--- config.mk ---
export PLATFORM = sky130hd
export DESIGN_NAME = perceptron_vector_loader
export DESIGN_NICKNAME = d
export VERILOG_FILES = /design/src/rtl/kiwi_npu_pkg.sv /design/src/rtl/valid_delay_line.sv /design/src/rtl/perceptron_vector_loader.sv
export SDC_FILE = /design/constraint.sdc
export NUM_CORES = 1
export LEC_CHECK = 0
export BUFFER_PORTS_ARGS = -buffer_cell sky130_fd_sc_hd__buf_2
export CORE_MARGIN = 3
export CORE_UTILIZATION = 50
export CTS_CLUSTER_SIZE = 8
export DETAILED_ROUTE_END_ITERATION = 12
export PLACE_DENSITY_LB_ADDON = 0.25
export SKIP_LAST_GASP = 1
export SYNTH_ARGS = -nofsm -noshare
export SYNTH_HDL_FRONTEND = slang
export SYNTH_SLANG_ARGS = --single-unit
--- constraint.sdc ---
create_clock -name clk -period 2.8 [get_ports clk]
set_clock_uncertainty 0.2 [all_clocks]
set_input_delay 0 -clock clk [delete_from_list [all_inputs] [get_ports clk]]
set_output_delay 0 -clock clk [all_outputs]
set_load 0.01 [all_outputs]
--- src/rtl/kiwi_npu_pkg.sv ---
// Shared types and default vector geometry for the kiwi NPU perceptron path.
// The loader and the perceptron both take N and DATA_WIDTH from here so they stay in step.
package kiwi_npu_pkg;

    localparam int KIWI_N          = 4;
    localparam int KIWI_DATA_WIDTH = 8;

    typedef enum logic [0:0] {
        FILL  = 1'b0,
        ISSUE = 1'b1
    } loader_state_e;

endpackage

--- src/rtl/valid_delay_line.sv ---
// Fixed-latency valid pipeline: o_valid repeats i_valid DEPTH cycles later, never stalls.
// Synchronous active-low reset clears every stage.
module valid_delay_line
    import kiwi_npu_pkg::*;
#(
    parameter int DEPTH = 2
) (
    input  logic i_clk,
    input  logic i_rst_n,
    input  logic i_valid,
    output logic o_valid
);

    logic [DEPTH-1:0] r_shift;

    always_ff @(posedge i_clk) begin
        if (!i_rst_n) begin
            r_shift <= '0;
        end else begin
            r_shift[0] <= i_valid;
            for (int i = 1; i < DEPTH; i++) begin
                r_shift[i] <= r_shift[i-1];
            end
        end
    end

    assign o_valid = r_shift[DEPTH-1];

endmodule

--- src/rtl/perceptron_vector_loader.sv ---
// Serial-to-packed x vector loader for the perceptron; m_valid the cycle after the closing element, y_valid PIPE_LAT after consume.
// Short frames are zero-padded; s_ready drops in ISSUE unless LOADER_PINGPONG_EN adds a back buffer.
module perceptron_vector_loader
    import kiwi_npu_pkg::*;
#(
    parameter int N          = KIWI_N,
    parameter int DATA_WIDTH = KIWI_DATA_WIDTH,
    parameter int PIPE_LAT   = 2,
    parameter int CNT_WIDTH  = $clog2(N) + 1
) (
    input  logic                         clk,
    input  logic                         rst_n,
    input  logic                         s_valid,
    output logic                         s_ready,
    input  logic signed [DATA_WIDTH-1:0] s_data,
    input  logic                         s_last,
    output logic                         m_valid,
    input  logic                         m_ready,
    output logic [N*DATA_WIDTH-1:0]      x,
    output logic                         short_frame,
    output logic                         y_valid
);

    localparam logic [CNT_WIDTH-1:0] LAST_IDX = CNT_WIDTH'(N - 1);

    loader_state_e               r_state;
    loader_state_e               w_state_nxt;
    logic [CNT_WIDTH-1:0]        r_count;
    logic [N*DATA_WIDTH-1:0]     r_x;
    logic                        r_short;
    logic                        r_hs;
    logic [N*DATA_WIDTH-1:0]     w_base;
    logic [N*DATA_WIDTH-1:0]     w_frame_nxt;
    logic                        w_s_ready;
    logic                        w_m_valid;
    logic                        w_accept;
    logic                        w_last_slot;
    logic                        w_done;
    logic                        w_short_nxt;
    logic                        w_hs;

`ifdef LOADER_PINGPONG_EN
    logic [N*DATA_WIDTH-1:0]     r_fill;
    logic                        r_fill_short;
    logic                        r_fill_full;

    // Elements accumulate in the back buffer; the front only ever holds complete vectors.
    assign w_base    = r_fill;
    assign w_s_ready = !r_fill_full;
`else
    assign w_base    = r_x;
    assign w_s_ready = (r_state == FILL);
`endif

    assign w_m_valid   = (r_state == ISSUE);
    assign w_accept    = s_valid && w_s_ready;
    assign w_last_slot = (r_count == LAST_IDX);
    assign w_done      = w_accept && (w_last_slot || s_last);
    assign w_short_nxt = !w_last_slot;
    assign w_hs        = w_m_valid && m_ready;

    // Write the new element and, on an early s_last, clear every slot above it.
    always_comb begin
        w_frame_nxt = w_base;
        for (int i = 0; i < N; i++) begin
            if (CNT_WIDTH'(i) == r_count) begin
                w_frame_nxt[i*DATA_WIDTH +: DATA_WIDTH] = s_data;
            end else if ((CNT_WIDTH'(i) > r_count) && s_last) begin
                w_frame_nxt[i*DATA_WIDTH +: DATA_WIDTH] = '0;
            end
        end
    end

    always_comb begin
        w_state_nxt = r_state;
        case (r_state)
            FILL: begin
                if (w_done) begin
                    w_state_nxt = ISSUE;
                end
            end
            ISSUE: begin
`ifdef LOADER_PINGPONG_EN
                if (m_ready && !r_fill_full && !w_done) begin
                    w_state_nxt = FILL;
                end
`else
                if (m_ready) begin
                    w_state_nxt = FILL;
                end
`endif
            end
            default: w_state_nxt = FILL;
        endcase
    end

    always_ff @(posedge clk) begin
        if (!rst_n) begin
            r_state <= FILL;
            r_count <= '0;
            r_x     <= '0;
            r_short <= 1'b0;
            r_hs    <= 1'b0;
`ifdef LOADER_PINGPONG_EN
            r_fill       <= '0;
            r_fill_short <= 1'b0;
            r_fill_full  <= 1'b0;
`endif
        end else begin
            r_state <= w_state_nxt;
            r_hs    <= w_hs;
            if (w_accept) begin
                r_count <= w_done ? '0 : r_count + 1'b1;
            end
`ifdef LOADER_PINGPONG_EN
            if (w_accept) begin
                r_fill <= w_frame_nxt;
            end
            if (w_done) begin
                if ((r_state == FILL) || m_ready) begin
                    r_x     <= w_frame_nxt;
                    r_short <= w_short_nxt;
                end else begin
                    r_fill_short <= w_short_nxt;
                    r_fill_full  <= 1'b1;
                end
            end else if (w_hs && r_fill_full) begin
                r_x         <= r_fill;
                r_short     <= r_fill_short;
                r_fill_full <= 1'b0;
            end
`else
            if (w_accept) begin
                r_x <= w_frame_nxt;
            end
            if (w_done) begin
                r_short <= w_short_nxt;
            end
`endif
        end
    end

    // r_hs marks the edge x was taken; PIPE_LAT more stages line y_valid up with y.
    valid_delay_line #(
        .DEPTH (PIPE_LAT)
    ) u_y_valid_dly (
        .i_clk   (clk),
        .i_rst_n (rst_n),
        .i_valid (r_hs),
        .o_valid (y_valid)
    );

    assign s_ready     = w_s_ready;
    assign m_valid     = w_m_valid;
    assign x           = r_x;
    assign short_frame = r_short;

endmodule

==> qor.txt, run 1 <==
status: completed
Mapped Nets: 176
largest net degree at the start of global routing: 50
Synth Area in Simple Gates: 0.2195
Worst Max-Slew Pin Slew: 759.3 ps
ANT nets after route: 0
layout cells sized above 1: 0.2870
WP data arrival: 2050 ps
Layout Nets: 231
WL met1: 1637 µm
Worst setup EP type: register
area leader, netlist: dfxtp_1
crit start category: register
Area contributors post-synth: dfxtp_1, a41o_1, o22ai_1
Syn. warnings: 0
Synth Area in Adders: 0.02394
Finish-stage setup viols: 0
Worst Path Required: 2840 ps
vias in the first global route: 1293
initial antenna violation count: 0
routed wire length: 3912 µm
1st-pass router iterations: 4
Yosys reg bits: 40
minimum clock period: 2015 ps
Min-Delay Endpoint: x[12]
RSZ-0062 raised after global routing: no
Post CTS Setup Buffer Count: 0
CTS sink cnt: 40
mux cell area share after synthesis: 0.006385
worst reg-to-reg setup slack: 780 ps
post-synthesis compound-gate area fraction: 0.1979
leakage: 0.9981 nW
via count: 1404
DIE WIDTH: 62.00 µm
Via density: 5.442
XOR/XNOR Fraction of Synth Area: 0
DRC: 0
Worst Min Path Start: rst_n
FF-to-FF path depth: 3
syn_area_per_cell: 9.798 µm²
post-route cell area: 1976 µm²
Post-synth EDFFs: 0
total grt overflow: 0
core outline area: 2877 µm²
synthesized area: 1568 µm²
All-Layer GR Usage: 0.2173
Hold Buf Count CTS: 11
CTS tree: yes
CTS Root Cell: clkbuf_4
Final HPWL DP: 2591 µm
Setup crit start: r_count[1]
Antenna diodes: 0
Area after DPL: 1807 µm²
peak supply drop: 0.3840 mV
Async SR Flop Fraction: 0
Routed WL per cell: 15.16 µm
Max Buffers Root-to-Sink: 2
critical setup path kind: reg2reg
final period utilization: 0.7198
IO Pins: 49
worst skew pair latency: 340 ps
Die H: 62.00 µm
DR WL met3: 254 µm
Area Overhead vs Synth: 26.02%
MaxCap Viol Count: 0
Crit Path Max Fanout: 16
Initial Util: 0.5450
gpl congestion: 0.8838
port bufs: 48
path type of the worst min-delay path: in2reg
top-area cell type share of the netlist area: 0.5108
pwr dens: 510.3 nW/µm²
row count: 19
final setup TNS: 0 ps
Iteration-0 DRC Markers: 65
H-tree Lvls: 2
clock transition at the registers of the reported paths: 100 ps
Tot Pwr: 1.008 mW
register area share after synthesis: 0.5108
Rel. slew slack: 0.4938
Slew Limit Fails: 0
largest family of logic cells by synthesized area: simple AND/OR/NAND/NOR gates
Max Clk Rate: 0.4962 GHz
final hold vios: 0
first-pass GRT wire length: 5947 µm
top sig layer: met4
reg2reg start: r_count[1]
r2r endpoint: x[23]
Die Area: 3843 µm²
Syn Inst Count: 160
filler instances: 227
PostCTS Resize Cnt: 0
met2 wire length: 1950 µm
Post-synth top flop: dfxtp_1
CTS Buf Count: 5
Netlist cell types: 30
Worst Hold Depth: 3
-- worst max path at each step --
stage / endpoint / cells after the start
floorplan: x[19] / 8
finish: x[23] / 3
detailed placement: x[23] / 3
CTS: x[23] / 3
global route: x[7] / 5
global placement: x[20] / 3
-- power breakdown --
part | internal, mW | total, mW | switching [mW]
sequential | 0.584 | 0.595 | 0.0116
clock | 0.124 | 0.291 | 0.167
combinational | 0.0502 | 0.122 | 0.0716
total | 0.758 | 1.01 | 0.250
-- stage by stage --
stage	hold slack [ps]	setup slack (ps)	utilization	cells
floorplan	-47.48	1024	-	160
global placement	51.25	952.9	0.6281	239
detailed placement	83.69	832.3	0.6281	239
CTS	77.03	821.3	0.6868	258
global route	101.3	687.0	0.6868	258
finish	87.01	784.7	0.6868	258
-- worst max-delay path, cell delays in order (launching register included) --
cell	delay, ps
dfxtp_1	550
ha_1	220
nand4bb_1	510
a41o_1	440
-- synth_stat cells, types with 2 or more instances --
| library cell | count |
|---|---|
| clkbuf_1 | 5 |
| buf_4 | 2 |
| ha_1 | 3 |
| dfxtp_1 | 40 |
| nand3_2 | 2 |
| nand4bb_1 | 2 |
| buf_2 | 2 |
| o22ai_1 | 17 |
| a21boi_0 | 2 |
| inv_1 | 3 |
| nor3b_1 | 2 |
| nor2b_1 | 2 |
| a41o_1 | 16 |
| clkbuf_2 | 2 |
| nand2_1 | 26 |
| a21oi_1 | 2 |
| and2_1 | 2 |
| nor2_1 | 18 |
-- layer usage --
layer / vias to the layer above / track usage
met5: - / 0
li1: 695 / -
met2: 47 / 0.3476
met4: 0 / 0.1121
met3: 7 / 0.06198
met1: 655 / 0.2647
-- state kept, by name (all words and copies together) (netlist names) --
signal                 cells
short_frame                1
r_count                    3
m_valid                    1
x                         32
r_hs                       1
u_y_valid_dly.r_shift      2
-- layout by cell type (no fill, tap or decap) --
cell type,n
and3_1,1
clkbuf_4,5
buf_2,48
clkbuf_8,1
o211a_1,1
ha_1,3
nor3b_4,1
a21boi_0,2
nand4b_1,1
a41o_1,16
dfxtp_1,40
nor2_1,18
nor3_4,1
nor3b_1,2
nand4bb_1,2
inv_1,3
nand3_2,2
and2_1,2
or3b_4,1
dlygate4sd3_1,11
nand2_1,26
nor2b_1,2
a21oi_1,2
mux2i_1,1
nand4_2,1
or2_2,1
clkbuf_1,2
a2bb2oi_1,1
nand3_1,1
nor2_4,1
o22ai_1,17
-- cell type report --
class                           count  area, µm²  share of cell area
Sequential cell                    40      800.8              0.4053
Multi-Input combinational cell    106      701.9              0.3553
Timing Repair Buffer               59      350.3              0.1773
Tap cell                           42      52.55             0.02660
Clock buffer                        8      58.81             0.02977
Inverter                            3      11.26            0.005700
-- cell families (layout without fill, tap and decap cells) --
group	after synthesis	after routing
and+or+nand+nor	63	63
DFF	40	40
muxes	1	1
AOI/OAI and AO/OA	39	39
buffers and inverters	14	70
adders and majority gates	3	3
Note: power is estimated with default switching activity, not from simulation.
==> run 2: changes to the inputs <==
--- a/config.mk
+++ b/config.mk
@@ -5,9 +5,10 @@
 export SDC_FILE = /design/constraint.sdc
 export NUM_CORES = 1
 export LEC_CHECK = 0
+export ABC_AREA = 1
 export BUFFER_PORTS_ARGS = -buffer_cell sky130_fd_sc_hd__buf_2
 export CORE_MARGIN = 3
-export CORE_UTILIZATION = 50
+export CORE_UTILIZATION = 49
 export CTS_CLUSTER_SIZE = 8
 export DETAILED_ROUTE_END_ITERATION = 12
 export PLACE_DENSITY_LB_ADDON = 0.25
==> constraint.sdc (replaced) <==
create_clock -name clk -period 2 [get_ports clk]
set_clock_uncertainty 0.2 [all_clocks]
set_input_delay 0 -clock clk [delete_from_list [all_inputs] [get_ports clk]]
set_output_delay 0 -clock clk [all_outputs]
set_load 0.01 [all_outputs]
==> run 2 against run 1 <==
Against the previous run: sequential power grew 42%; sequential share of layout area shrank 1.3 points; combinational power is 59% higher; via count rose by 6.4%; setup slack worse by 450 ps; critical path type unchanged; critical endpoint is now x[0].
==> qor.txt, run 2 <==
final setup TNS: 0 ps
first-pass GRT wire length: 5885 µm
Register Area: 800.8 µm²
Netlist cell types: 17
Layout Nets: 278
DIE WIDTH: 61.95 µm
NetSw: 0.3885 mW
peak supply drop: 0.4678 mV
minimum clock period: 1661 ps
register area share after synthesis: 0.5220
Async SR Flop Fraction: 0
synthesized area: 1534 µm²
vias in the first global route: 1300
switch share: 0.2328
ANT nets after route: 0
Rel. slew slack: 0.5666
Post CTS Setup Buffer Count: 0
CTS Buf Count: 5
gpl congestion: 0.8495
DRC: 0
most common cell in the netlist: nand2_1
CTS sink cnt: 40
syn_area_per_cell: 7.787 µm²
port bufs: 48
Slew Limit Fails: 0
row count: 19
leakage: 0.9135 nW
Max Clk Rate: 0.6022 GHz
Crit Path Max Fanout: 9
placed insts: 285
Post-synth top flop: dfxtp_1
reg2reg start: r_count[0]
Die Area: 3838 µm²
pwr dens: 817.6 nW/µm²
Largest register FFs: 32
initial antenna violation count: 0
Final HPWL DP: 2573 µm
core outline area: 2877 µm²
IO Pins: 49
Syn. warnings: 0
worst skew pair latency: 330 ps
total grt overflow: 0
RSZ-0062 raised after global routing: no
multi-input logic area: 665.6 µm²
Area contributors post-synth: dfxtp_1, nand2_1, a21oi_1
Max Buffers Root-to-Sink: 2
status: completed
Area Overhead vs Synth: 33.03%
commonest cells after routing, fill and taps aside: nand2_1, buf_2, dfxtp_1
Die H: 61.95 µm
Tot Pwr: 1.669 mW
final hold vios: 0
final period utilization: 0.8303
Finish-stage setup viols: 0
path type of the worst min-delay path: in2reg
Pint: 1.280 mW
WP data arrival: 1690 ps
Initial Util: 0.5333
area leader, netlist: dfxtp_1
via count: 1494
Flop pwr share: 0.505
top-area cell type share of the netlist area: 0.5220
1st-pass router iterations: 4
final core utilization: 0.7094
Mapped Nets: 213
Post-synth EDFFs: 0
routed wire length: 3690 µm
Yosys reg bits: 40
commonest non-fill, non-tap cell in the layout: nand2_1
Routed WL per cell: 12.14 µm
largest net degree at the start of global routing: 35
CTS Root Cell: clkbuf_4
clock group share of total power: 0.379
Worst Max-Slew Pin Slew: 647.2 ps
layout cells sized above 1: 0.2481
Via density: 4.914
Antenna diodes: 0
Iteration-0 DRC Markers: 108
Syn Inst Count: 197
crit start category: register
Worst setup EP type: register
Worst Path Required: 2030 ps
critical setup path kind: reg2reg
All-Layer GR Usage: 0.2112
clock transition at the registers of the reported paths: 120 ps
H-tree Lvls: 2
filler instances: 244
CTS tree: yes
Setup crit start: r_count[0]
Worst Min Path Start: m_ready
MaxCap Viol Count: 0
Comb pwr share: 0.116
Non-Filler Instances: 304
Post-synth top cells: nand2_1, dfxtp_1, a21oi_1
run 2: changes by cell type after synthesis, sizes merged, moves of 7 or more:
cell   previous run  this run
a21oi             2        34
nand3             3        28
nand2            26        53
o22ai            17         0
a41o             16         0
inv               3        10
run 2: metrics by stage:
stage / hold slack (ps) / area (µm²) / setup slack (ps)
finish: 222.1 / 2041 / 339.4
global route: 242.9 / 2041 / 148.2
CTS: 224.4 / 2041 / 348.1
detailed placement: 40.79 / 1823 / 348.2
global placement: 44.07 / 1823 / 388.9
floorplan: -106.5 / 1534 / 534.5
run 2: final timing paths:
check	slack, ps	to	cells after the start
worst max-delay path	340	x[0]	8
worst min-delay path	220	r_hs	4
worst max register to register	340	x[0]	8
worst min register to register	220	u_y_valid_dly.r_shift[1]	2
run 2: power by group through the flow:
stage               Sequential [mW]  Combinational, mW  Clock, mW
CTS                           0.842              0.194      0.640
global placement              0.860              0.174          0
global route                  0.846              0.220      0.674
detailed placement            0.860              0.176          0
finish                        0.842              0.194      0.632
floorplan                     0.870             0.0937          0
run 2: critical path: stages, from the launching register on:
cell	delay [ps]
dfxtp_1	440
inv_1	120
ha_1	210
inv_1	50
nor2_1	40
nand2_2	180
clkinv_2	160
nand2_1	90
a21oi_1	60
run 2: final cells by class:
type                    count  area share
inverters                  14     0.02759
repair buffers             61      0.1803
well taps                  42     0.02575
flip-flops and latches     40      0.3924
clock buffers               5     0.01839
clock inverters             2     0.02943
multi-input cells         140      0.3262
run 2: routing by layer:
metal  part of all wire  global-route usage  up-vias
li1                   -                   -      788
met1               0.48              0.2902      658
met2               0.44              0.3136       46
met3              0.075             0.06405        2
met4             0.0068             0.07273        0
met5                  0                   0        -
run 2: cells by family after synthesis:
kind of cell	Yosys count	synth area share
AND/OR/NAND/NOR	98	0.2798
flip-flops	40	0.5220
buffers and inverters	17	0.04404
adder cells (fa/ha/maj)	3	0.02447
AO/OA/AOI/OAI	39	0.1297
run 2: timing repair:
action,4_1_cts,5_1_grt
gates resized for setup,0,0
hold buffers,12,0
hold endpoints to repair,40,0
==> run 3: changes to the inputs <==
--- a/config.mk
+++ b/config.mk
@@ -5,10 +5,10 @@
 export SDC_FILE = /design/constraint.sdc
 export NUM_CORES = 1
 export LEC_CHECK = 0
-export ABC_AREA = 1
+export ABC_AREA = 0
 export BUFFER_PORTS_ARGS = -buffer_cell sky130_fd_sc_hd__buf_2
 export CORE_MARGIN = 3
-export CORE_UTILIZATION = 49
+export CORE_UTILIZATION = 45
 export CTS_CLUSTER_SIZE = 8
 export DETAILED_ROUTE_END_ITERATION = 12
 export PLACE_DENSITY_LB_ADDON = 0.25
==> constraint.sdc (replaced) <==
create_clock -name clk -period 1.5 [get_ports clk]
set_clock_uncertainty 0.2 [all_clocks]
set_input_delay 0 -clock clk [delete_from_list [all_inputs] [get_ports clk]]
set_output_delay 0 -clock clk [all_outputs]
set_load 0.01 [all_outputs]
==> run 3 against run 2 <==
Against the previous run: the flow now finishes with violations (negative setup slack); flip-flop and latch count is the same; via count up 10%; core utilization rose by 3.8 points; critical path depth shrank 5; cell count fell by 3.9%; non-clock buffer count rose by 30; register-to-register slack worse by 420 ps; routed wire length is 32% higher; die area up 10%; clock power grew 15%; power up 30%; sequential power is 32% higher; critical endpoint is now x[15]; largest power group unchanged; highest routed layer unchanged.
==> qor.txt, run 3 (synthesized netlist as in run 1, its figures left out) <==
1st-pass router iterations: 5
CTS Buf Count: 5
MaxCap Viol Count: 0
DRC: 0
initial antenna violation count: 0
crit start category: register
commonest cells after routing, fill and taps aside: buf_2, dfxtp_1, dlygate4sd3_1
Register Area: 808.3 µm²
CP cell instances: or3b_4, nor3_4, o22ai_1
Final HPWL DP: 2726 µm
IO Pins: 49
H-tree Lvls: 2
Setup WS post-layout: -79.63 ps
port bufs: 48
DIE WIDTH: 65.03 µm
filler instances: 231
final period utilization: 1.053
vias in the first global route: 1583
row count: 20
Slew Limit Fails: 0
first-pass GRT wire length: 7783 µm
total grt overflow: 0
DR WL met3: 397 µm
Hold WS: 11.80 ps
gpl congestion: 0.7839
crit-path max cell delay: 430 ps
commonest non-fill, non-tap cell in the layout: buf_2
placed insts: 248
slowest cell on the critical path: or3b_4
Largest register FFs: 32
CTS Root Cell: clkbuf_4
Non-Filler Instances: 292
RSZ-0062 raised after global routing: yes
top sig layer: met4
core outline area: 3178 µm²
Max Clk Rate: 0.6331 GHz
delay-heaviest family, CP: simple AND/OR/NAND/NOR gates
Die Area: 4228 µm²
via count: 1646
ANT nets after route: 0
Worst Path Required: 1530 ps
CTS tree: yes
layout cells sized above 1: 0.3468
minimum clock period: 1580 ps
WP data arrival: 1610 ps
All-Layer GR Usage: 0.2409
clock transition at the registers of the reported paths: 120 ps
path type of the worst min-delay path: in2reg
status: complete, but fails checks
Initial Util: 0.4933
Layout Nets: 263
critical setup path kind: reg2reg
routed wire length: 4884 µm
post-route cell area: 2376 µm²
Finish-stage setup viols: 20
CTS sink cnt: 40
Bufs and invs on worst path: 0
pwr dens: 913.7 nW/µm²
Area Overhead vs Synth: 51.56%
Antenna diodes: 0
leakage: 1.167 nW
peak supply drop: 0.6150 mV
Worst Max-Slew Pin Slew: 477.0 ps
met2 wire length: 2292 µm
final setup TNS: -798.4 ps
Crit Path Max Fanout: 8
failing checks: negative setup slack
Max Buffers Root-to-Sink: 2
Worst setup EP type: register
WL met1: 2073 µm
Via density: 5.637
Rel. slew slack: 0.6809
Iteration-0 DRC Markers: 121
multi-input logic area: 748.2 µm²
final hold vios: 0
Die H: 65.03 µm
worst skew pair latency: 350 ps
Routed WL per cell: 16.73 µm
Area after DPL: 1898 µm²
largest net degree at the start of global routing: 17
## run 3: changes by cell type in the layout (fill, tap and decap cells not counted), sizes merged, moves of 7 or more
| cell | before | now |
|---|---|---|
| dlygate4sd3 | 12 | 27 |
| buf | 49 | 60 |
| o22ai | 0 | 17 |
| a21oi | 34 | 2 |
| nand2 | 53 | 26 |
| inv | 10 | 3 |
| nand3 | 28 | 3 |
| a41o | 0 | 16 |
## run 3: path summary, 6_finish.rpt
path                            startpoint                  endpoint  slack [ps]  cells past startpoint
setup / recovery                r_count[2]                     x[15]         -80                      3
hold / removal                       rst_n                     x[23]          10                      4
setup reg to reg                r_count[2]                     x[15]         -80                      3
hold reg to reg   u_y_valid_dly.r_shift[0]  u_y_valid_dly.r_shift[1]         240                      1
## run 3: layer usage
layer,vias up,track usage
met2,85,0.3946
met4,0,0.1062
met5,-,0
li1,763,-
met1,781,0.2991
met3,17,0.05893
## run 3: timing repair
| action | in CTS | in global routing |
|---|---|---|
| buffers inserted | 5 | 0 |
| hold buffers | 32 | 0 |
| setup endpoints to repair | 25 | 36 |
| gates resized for setup | 3 | 10 |
| pin swaps | 3 | 1 |
| hold endpoints to repair | 38 | 0 |
## run 3: stage by stage
step	power [mW]	util	worst slack (ps)
after floorplan	1.283	-	-50.30
after global routing	2.247	0.7476	-156.3
after global placement	1.352	0.5972	-39.80
final	2.171	0.7476	-79.63
after CTS	2.153	0.7425	-63.53
after detailed placement	1.359	0.5972	-99.97
## run 3: cell type report
type | count | area share
multi-input cells | 106 | 0.3149
well taps | 44 | 0.02317
repair buffers | 91 | 0.2770
inverters | 3 | 0.006846
clock buffers | 8 | 0.03791
flip-flops and latches | 40 | 0.3402
## run 3: report_power, final
| group | internal [mW] | switching [mW] | total [mW] | leakage [nW] |
|---|---|---|---|---|
| Sequential | 1.09 | 0.0203 | 1.11 | 0.326 |
| Combinational | 0.163 | 0.171 | 0.333 | 0.791 |
| Clock | 0.376 | 0.352 | 0.728 | 0.0497 |
## run 3: worst register-to-register path: cells and delay by family, from the launching register on
| kind | cells | cell delay (ps) |
|---|---|---|
| compound gates | 1 | 120 |
| flops | 1 | 370 |
| simple gates | 2 | 760 |
